### src/rtl/mem_access_unit_if.sv
// Bundle between the MEM stage, the load/store access unit and the word-organised data memory.
// The unit takes the slave modport; the pipeline/memory side takes the master modport.
interface mem_access_unit_if #(
    parameter int ADDR_HI = 11
);
    logic                 req_valid;
    logic                 req_write;
    logic [1:0]           req_size;
    logic                 req_unsigned;
    logic [31:0]          req_addr;
    logic [31:0]          req_wdata;
    logic                 stall;
    logic                 done;
    logic [31:0]          rdata;
    logic                 dm_we;
    logic [ADDR_HI-2:0]   dm_addr;
    logic [3:0]           dm_be;
    logic [31:0]          dm_din;
    logic [31:0]          dm_dout;

    modport master (
        output req_valid, req_write, req_size, req_unsigned, req_addr, req_wdata, dm_dout,
        input  stall, done, rdata, dm_we, dm_addr, dm_be, dm_din
    );

    modport slave (
        input  req_valid, req_write, req_size, req_unsigned, req_addr, req_wdata, dm_dout,
        output stall, done, rdata, dm_we, dm_addr, dm_be, dm_din
    );
endinterface

### src/rtl/mem_access_unit.sv
// MEM-stage load/store unit: splits byte/half/word accesses of any alignment into
// memory beats with supported byte enables, assembles and extends load results.
module mem_access_unit #(
    parameter int ADDR_HI = 11
) (
    input logic              clk,
    input logic              rst,
    mem_access_unit_if.slave mau
);
    localparam int WW = ADDR_HI - 1;

    typedef enum logic [1:0] {IDLE, BEAT, RESP} state_e;

    typedef struct packed {
        logic [3:0] be;
        logic       inc;   // beat targets word w+1
        logic [1:0] src;   // first data byte carried by this beat
    } beat_t;

    function automatic logic [1:0] beat_count(logic [1:0] size, logic [1:0] off);
        logic [1:0] n;
        n = 2'd1;
        if (size == 2'b01)
            n = off[0] ? 2'd2 : 2'd1;
        else if (size != 2'b00)
            n = (off == 2'd0) ? 2'd1 : (off == 2'd2) ? 2'd2 : 2'd3;
        return n;
    endfunction

    function automatic beat_t beat_of(logic [1:0] size, logic [1:0] off, logic [1:0] k);
        beat_t b;
        b = '{be: 4'b0001, inc: 1'b0, src: 2'd0};
        if (size == 2'b00) begin
            b.be = 4'b0001 << off;
        end else if (size == 2'b01) begin
            case (off)
                2'd0: b.be = 4'b0011;
                2'd2: b.be = 4'b1100;
                2'd1: if (k == 2'd0) b.be = 4'b0010;
                      else begin b.be = 4'b0100; b.src = 2'd1; end
                default: if (k == 2'd0) b.be = 4'b1000;
                         else begin b.be = 4'b0001; b.inc = 1'b1; b.src = 2'd1; end
            endcase
        end else begin
            case (off)
                2'd0: b.be = 4'b1111;
                2'd2: if (k == 2'd0) b.be = 4'b1100;
                      else begin b.be = 4'b0011; b.inc = 1'b1; b.src = 2'd2; end
                2'd1: case (k)
                          2'd0:    b.be = 4'b0010;
                          2'd1:    begin b.be = 4'b1100; b.src = 2'd1; end
                          default: begin b.be = 4'b0001; b.inc = 1'b1; b.src = 2'd3; end
                      endcase
                default: case (k)
                          2'd0:    b.be = 4'b1000;
                          2'd1:    begin b.be = 4'b0011; b.inc = 1'b1; b.src = 2'd1; end
                          default: begin b.be = 4'b0100; b.inc = 1'b1; b.src = 2'd3; end
                      endcase
            endcase
        end
        return b;
    endfunction

    function automatic logic [31:0] extend(logic [1:0] size, logic uns, logic [31:0] a);
        case (size)
            2'b00:   return {{24{a[7] & ~uns}}, a[7:0]};
            2'b01:   return {{16{a[15] & ~uns}}, a[15:0]};
            default: return a;
        endcase
    endfunction

    state_e         state_q, state_d;
    logic [1:0]     k_q, k_d;
    logic [1:0]     n_q, n_d;
    logic           write_q, write_d;
    logic [1:0]     size_q, size_d;
    logic           uns_q, uns_d;
    logic [ADDR_HI:0] addr_q, addr_d;
    logic [31:0]    wdata_q, wdata_d;
    logic [31:0]    asm_q, asm_d;
    logic [31:0]    rdata_q, rdata_d;

    beat_t          beat;
    logic [2:0]     cnt;
    logic [1:0]     lane0;
    logic [1:0]     pos;
    logic [31:0]    wsh;
    logic [31:0]    dsh;

    always_comb begin
        beat  = beat_of(size_q, addr_q[1:0], k_q);
        cnt   = (beat.be == 4'b1111) ? 3'd4 :
                (beat.be == 4'b0011 || beat.be == 4'b1100) ? 3'd2 : 3'd1;
        lane0 = beat.be[0] ? 2'd0 : beat.be[1] ? 2'd1 : beat.be[2] ? 2'd2 : 2'd3;
        wsh   = wdata_q >> {beat.src, 3'b000};
        dsh   = mau.dm_dout >> {lane0, 3'b000};
    end

    // NOTE: every output and next-state signal gets a default first, so no path leaves one unassigned and no latch is inferred.
    always_comb begin
        state_d     = state_q;
        k_d         = k_q;
        n_d         = n_q;
        write_d     = write_q;
        size_d      = size_q;
        uns_d       = uns_q;
        addr_d      = addr_q;
        wdata_d     = wdata_q;
        asm_d       = asm_q;
        rdata_d     = rdata_q;
        pos         = 2'd0;
        mau.stall   = 1'b0;
        mau.done    = 1'b0;
        mau.dm_we   = 1'b0;
        mau.dm_be   = 4'b0000;
        mau.dm_addr = '0;
        mau.dm_din  = '0;

        case (state_q)
            IDLE: begin
                mau.stall = mau.req_valid & ~rst;
                if (mau.req_valid) begin
                    write_d = mau.req_write;
                    size_d  = mau.req_size;
                    uns_d   = mau.req_unsigned;
                    addr_d  = mau.req_addr[ADDR_HI:0];
                    wdata_d = mau.req_wdata;
                    k_d     = 2'd0;
                    n_d     = beat_count(mau.req_size, mau.req_addr[1:0]);
                    asm_d   = '0;
                    state_d = BEAT;
                end
            end
            BEAT: begin
                mau.stall   = 1'b1;
                mau.dm_we   = write_q;
                mau.dm_be   = beat.be;
                mau.dm_addr = addr_q[ADDR_HI:2] + WW'(beat.inc);
                mau.dm_din  = (cnt == 3'd4) ? wsh :
                              (cnt == 3'd2) ? {16'h0, wsh[15:0]} : {24'h0, wsh[7:0]};
                if (!write_q) begin
                    // Enabled lanes land contiguously in the result starting at byte src.
                    for (int j = 0; j < 4; j++) begin
                        if (3'(j) < cnt) begin
                            pos = beat.src + 2'(j);
                            asm_d[{pos, 3'b000} +: 8] = dsh[8*j +: 8];
                        end
                    end
                end
                if (k_q == n_q - 2'd1) begin
                    state_d = RESP;
                    if (!write_q) rdata_d = extend(size_q, uns_q, asm_d);
                end else begin
                    k_d = k_q + 2'd1;
                end
            end
            RESP: begin
                mau.done = 1'b1;
                state_d  = IDLE;
            end
            default: state_d = IDLE;
        endcase
    end

    assign mau.rdata = rdata_q;

    // NOTE: state registers use non-blocking assignments so every flop samples pre-edge values.
    always_ff @(posedge clk or posedge rst) begin
        if (rst) begin
            state_q <= IDLE;
            k_q     <= 2'd0;
            n_q     <= 2'd0;
            write_q <= 1'b0;
            size_q  <= 2'd0;
            uns_q   <= 1'b0;
            addr_q  <= '0;
            wdata_q <= '0;
            asm_q   <= '0;
            rdata_q <= '0;
        end else begin
            state_q <= state_d;
            k_q     <= k_d;
            n_q     <= n_d;
            write_q <= write_d;
            size_q  <= size_d;
            uns_q   <= uns_d;
            addr_q  <= addr_d;
            wdata_q <= wdata_d;
            asm_q   <= asm_d;
            rdata_q <= rdata_d;
        end
    end
endmodule

### src/flat_wrapper.sv
// flat-port wrapper written by rule: the top's interface ports become plain ports
module mem_access_unit_flat 
#(
    parameter int ADDR_HI = 11
)
  (clk, rst, mau_req_valid, mau_req_write, mau_req_size, mau_req_unsigned, mau_req_addr, mau_req_wdata, mau_dm_dout, mau_stall, mau_done, mau_rdata, mau_dm_we, mau_dm_addr, mau_dm_be, mau_dm_din);
  mem_access_unit_if #(.ADDR_HI(ADDR_HI)) mau_i ();
  input logic clk;
  input logic rst;
  input wire logic [$bits(mau_i.req_valid)-1:0] mau_req_valid;
  input wire logic [$bits(mau_i.req_write)-1:0] mau_req_write;
  input wire logic [$bits(mau_i.req_size)-1:0] mau_req_size;
  input wire logic [$bits(mau_i.req_unsigned)-1:0] mau_req_unsigned;
  input wire logic [$bits(mau_i.req_addr)-1:0] mau_req_addr;
  input wire logic [$bits(mau_i.req_wdata)-1:0] mau_req_wdata;
  input wire logic [$bits(mau_i.dm_dout)-1:0] mau_dm_dout;
  output wire logic [$bits(mau_i.stall)-1:0] mau_stall;
  output wire logic [$bits(mau_i.done)-1:0] mau_done;
  output wire logic [$bits(mau_i.rdata)-1:0] mau_rdata;
  output wire logic [$bits(mau_i.dm_we)-1:0] mau_dm_we;
  output wire logic [$bits(mau_i.dm_addr)-1:0] mau_dm_addr;
  output wire logic [$bits(mau_i.dm_be)-1:0] mau_dm_be;
  output wire logic [$bits(mau_i.dm_din)-1:0] mau_dm_din;
  assign mau_i.req_valid = mau_req_valid;
  assign mau_i.req_write = mau_req_write;
  assign mau_i.req_size = mau_req_size;
  assign mau_i.req_unsigned = mau_req_unsigned;
  assign mau_i.req_addr = mau_req_addr;
  assign mau_i.req_wdata = mau_req_wdata;
  assign mau_i.dm_dout = mau_dm_dout;
  assign mau_stall = mau_i.stall;
  assign mau_done = mau_i.done;
  assign mau_rdata = mau_i.rdata;
  assign mau_dm_we = mau_i.dm_we;
  assign mau_dm_addr = mau_i.dm_addr;
  assign mau_dm_be = mau_i.dm_be;
  assign mau_dm_din = mau_i.dm_din;
  mem_access_unit #(.ADDR_HI(ADDR_HI)) u_core (.clk(clk), .rst(rst), .mau(mau_i));
endmodule
### config.mk
export PLATFORM = sky130hd
export DESIGN_NAME = mem_access_unit_flat
export DESIGN_NICKNAME = d
export VERILOG_FILES = /design/src/rtl/mem_access_unit_if.sv /design/src/rtl/mem_access_unit.sv /design/src/flat_wrapper.sv
export SDC_FILE = /design/constraint.sdc
export NUM_CORES = 1
export LEC_CHECK = 0
export BUFFER_PORTS_ARGS = -buffer_cell sky130_fd_sc_hd__buf_4
export CAP_MARGIN = 25
export CORE_AREA = 2 2 120 122
export CTS_BUF_LIST = sky130_fd_sc_hd__clkbuf_8
export CTS_CLUSTER_SIZE = 14
export DETAILED_ROUTE_END_ITERATION = 12
export DIE_AREA = 0 0 122 124
export HOLD_SLACK_MARGIN = 0.05
export PLACE_DENSITY = 0.95
export REMOVE_ABC_BUFFERS = 1
export SLEW_MARGIN = 20
export SYNTH_ARGS = -nofsm -noshare
export SYNTH_HDL_FRONTEND = slang
export SYNTH_SLANG_ARGS = --single-unit
### constraint.sdc
create_clock -name clk -period 5.65 [get_ports clk]
set_input_delay 0.2825 -clock clk [delete_from_list [all_inputs] [get_ports clk]]
set_output_delay 0.2825 -clock clk [all_outputs]
set_load 0.05 [all_outputs]
==> impl_metrics.ini <==
[floorplanning]
row_count = 43
fp.dieH_um = 124
io_pins = 184
die_x_um = 122
core_region_area_um2 = 13700
start_util_pct = 60.4
dieArea_um2 = 15100

[outcome]
status = finished clean

[clock_network]
clk_path_buf_depth = 2
clock-sinks = 118
cts_max_level = 4
postCtsSetupBuffers = 0
clk_latency_ps = 460
path_clk_slew_ps = 80
cts_resized = 0
cts_root_buffer = clkbuf_8
numCtsBuffers = 17
cts_tree = built

[grt]
met1_usage_pct = 50.6
grt_overflow = 0
grt_pass1_vias = 8624
grtUsageTotal_pct = 40.3
use_met2_pct = 64.0
grt_pass1_wl_mm = 46.6
grt_max_degree = 75
met3_usage_pct = 10.5
busiest_layer = met2
antenna_found_initial = 0

[hold_path]
hold_class = in2reg
worstHoldPathCells = 2
holdPathEnd = u_core.addr_q[10]
worstHoldStart = mau_req_addr[10]

[logic_synthesis]
yosys_warnings = 0
syn-cell-area_um2 = 8290
syn_inst = 945
syn_area_per_cell_um2 = 8.77
ys_ff_latch = 118
yosysTopAreaCellShare_pct = 35.6
synth.most_common_cell = nand2_1
ys_seq_area_share_pct = 35.6
synth_edf_count = 0
ys.flop_type = dfrtp_1
synth_area_leaders = dfrtp_1, mux2_2, nand2_1
yosysTopAreaCell = dfrtp_1
synthDistinctLibCells = 85
async_flop_share_pct = 100
ys_top_cells_by_count = nand2_1, dfrtp_1, nor2_1, a21oi_1, mux2_2

[setup_path]
arrival_ps = 4930
end_kind = register
ff2ff_path_depth = 11
crit_required_ps = 6020
worst_path_largest_cell_delay_ps = 750
r2r_setup_slack_ps = 1080
critPathSlowestCell = dfrtp_1
critPathLaunchType = register
rr_endpoint = u_core.mau.rdata[30]
path_max_fanout = 25
worstSetupPathType = reg2reg
crit_chain = or2_1 > nand3_1 > buf_4 > ha_1 > and3_1 > nor3b_1 > a32o_1 > a41oi_2 > a2111oi_4 > o21ai_2 > o211ai_1
worst_r2r_startpoint = u_core.size_q[1]

[timing]
max_freq_mhz = 219
drv_slew = 0
finalCriticalPeriod_ps = 4570
finClkSkew_ps = 11.7
finalCritPeriodShare_pct = 80.8
setup_viol = 0
worstMarginPinSlew_ps = 982
finalHoldViolCount = 0
max-slew-margin-rel_pct = 33.7
rsz0062_at_grt = no
fin_tns_setup_ps = 0

[cells_and_area]
diodes = 0
nNetsFinal = 1231
syn_to_final_growth_pct = 24.1
drive_above_1_share_pct = 27.4
postLayoutCoreUtil_pct = 74.9
stdcell_area_um2 = 10300

[flow_run]
cap_violations = 0

[detailed_routing]
vias = 8946
dr.pass1.iters = 9
wire_per_inst_um = 23.3
antenna_left = 0
totalWireLength_mm = 30.4
drtIter0Drc = 1406
viasPerCell = 6.85
drc_errors = 0

[placed_design]
place_area_um2 = 9560
port_buffers = 163
routabilityCongestion = 1.05
hpwl_mm = 19.6

[power_and_ir_drop]
power.leakage_nw = 4.59
vdd_drop_max_mv = 0.421
power_density_nw_per_um2 = 741
[stage by stage]
step | cells | hold slack [ps] | power (mW) | worst slack (ps)
2_1_floorplan | 884 | 399 | 5.04 | 776
3_3_place_gp | 1241 | 381 | 6.39 | 1380
3_5_place_dp | 1241 | 390 | 6.53 | 1260
4_1_cts | 1305 | 50.3 | 7.35 | 1250
5_1_grt | 1306 | 52.6 | 7.93 | 915
6_report | 1306 | 57.5 | 7.62 | 1080
[how the worst max path moves through the flow]
stage / from / to / slack, ps / cells past startpoint
after detailed placement: u_core.size_q[1] / u_core.mau.rdata[30] / 1260 / 11
after floorplan: u_core.state_q[0] / u_core.addr_q[10] / 780 / 2
after global routing: u_core.size_q[1] / u_core.mau.rdata[30] / 910 / 11
after CTS: u_core.size_q[1] / mau_dm_din[24] / 1250 / 7
final: u_core.size_q[1] / u_core.mau.rdata[30] / 1080 / 11
after global placement: u_core.size_q[1] / u_core.mau.rdata[30] / 1380 / 11
[logic make-up after synthesis]
logic type | Yosys count | share of synthesized area [%]
buffers and inverters | 88 | 4.79
AO/OA/AOI/OAI | 296 | 27.0
adder cells (fa/ha/maj) | 14 | 2.11
multiplexers | 62 | 8.29
AND/OR/NAND/NOR | 358 | 21.2
flip-flops | 118 | 35.6
XOR/XNOR | 9 | 0.951
[area by class of cell]
type	instances	area, µm²
sequential	118	2950
tap	180	225
inverter	27	104
clock inverter	11	109
multi-input combinational	739	4950
clock buffer	20	275
fill	962	3440
timing repair buffer	211	1670
[where the power goes]
group / switching, mW / total (mW) / internal (mW)
clock network: 0.368 / 0.785 / 0.418
registers: 0.388 / 1.61 / 1.22
logic: 3.54 / 5.23 / 1.68
[routing by layer]
layer,wire length [µm],up-vias,share of wire [%]
li1,-,3830,-
met1,11100,4189,37
met2,13700,772,45
met3,3950,155,13
met4,1640,0,5.4
met5,0,-,0
[cell usage in the layout (no fill, tap or decap), types with 6 or more instances in the layout]
| cell | synthesis | final |
|---|---|---|
| and3_1 | 20 | 20 |
| o2bb2ai_1 | 12 | 12 |
| nor2_1 | 83 | 83 |
| nor2b_1 | 11 | 11 |
| xor2_1 | 6 | 6 |
| nor3_1 | 12 | 11 |
| mux2_2 | 48 | 48 |
| and2_1 | 12 | 12 |
| o211ai_2 | 7 | 7 |
| a221oi_2 | 6 | 6 |
| nand2b_1 | 9 | 9 |
| clkbuf_8 | 0 | 20 |
| nand2_1 | 126 | 126 |
| dlygate4sd3_1 | 0 | 33 |
| nand4_1 | 11 | 11 |
| a21oi_1 | 81 | 81 |
| o221ai_1 | 6 | 6 |
| o21ai_1 | 8 | 8 |
| o211ai_1 | 8 | 8 |
| a2111o_1 | 7 | 7 |
| a41oi_1 | 6 | 6 |
| nand3b_1 | 6 | 6 |
| dfrtp_1 | 118 | 118 |
| inv_1 | 23 | 24 |
| ha_1 | 14 | 14 |
| nand3_1 | 35 | 35 |
| a21o_1 | 10 | 10 |
| a31oi_1 | 8 | 8 |
| buf_4 | 3 | 178 |
| o21ai_0 | 35 | 35 |
| a211o_1 | 6 | 6 |
| o22ai_1 | 7 | 7 |
| mux2i_1 | 12 | 12 |
| a211oi_1 | 20 | 20 |
| a22o_1 | 25 | 25 |
[registers in the layout, summed over array words and instances (netlist names), 2 cells and up]
| register | count |
|---|---|
| u_core.asm_q | 32 |
| u_core.addr_q | 12 |
| u_core.wdata_q | 32 |
| u_core.n_q | 2 |
| u_core.k_q | 2 |
| u_core.size_q | 2 |
| u_core.mau.rdata | 32 |
| u_core.state_q | 2 |
[what timing repair did]
action | 4_1_cts | 5_1_grt
endpoints found under the setup margin | 0 | 0
hold buffers | 33 | 0
endpoints found under the hold margin | 76 | 0
[worst max-delay path, delay by kind of cell (launching register included)]
family          cells  cell delay (ps)
buf+inv             1              320
compound gates      5             1160
flops               1              750
fa+ha+maj           1              660
simple gates        4             1560
Power figures use the tool's default switching activity.
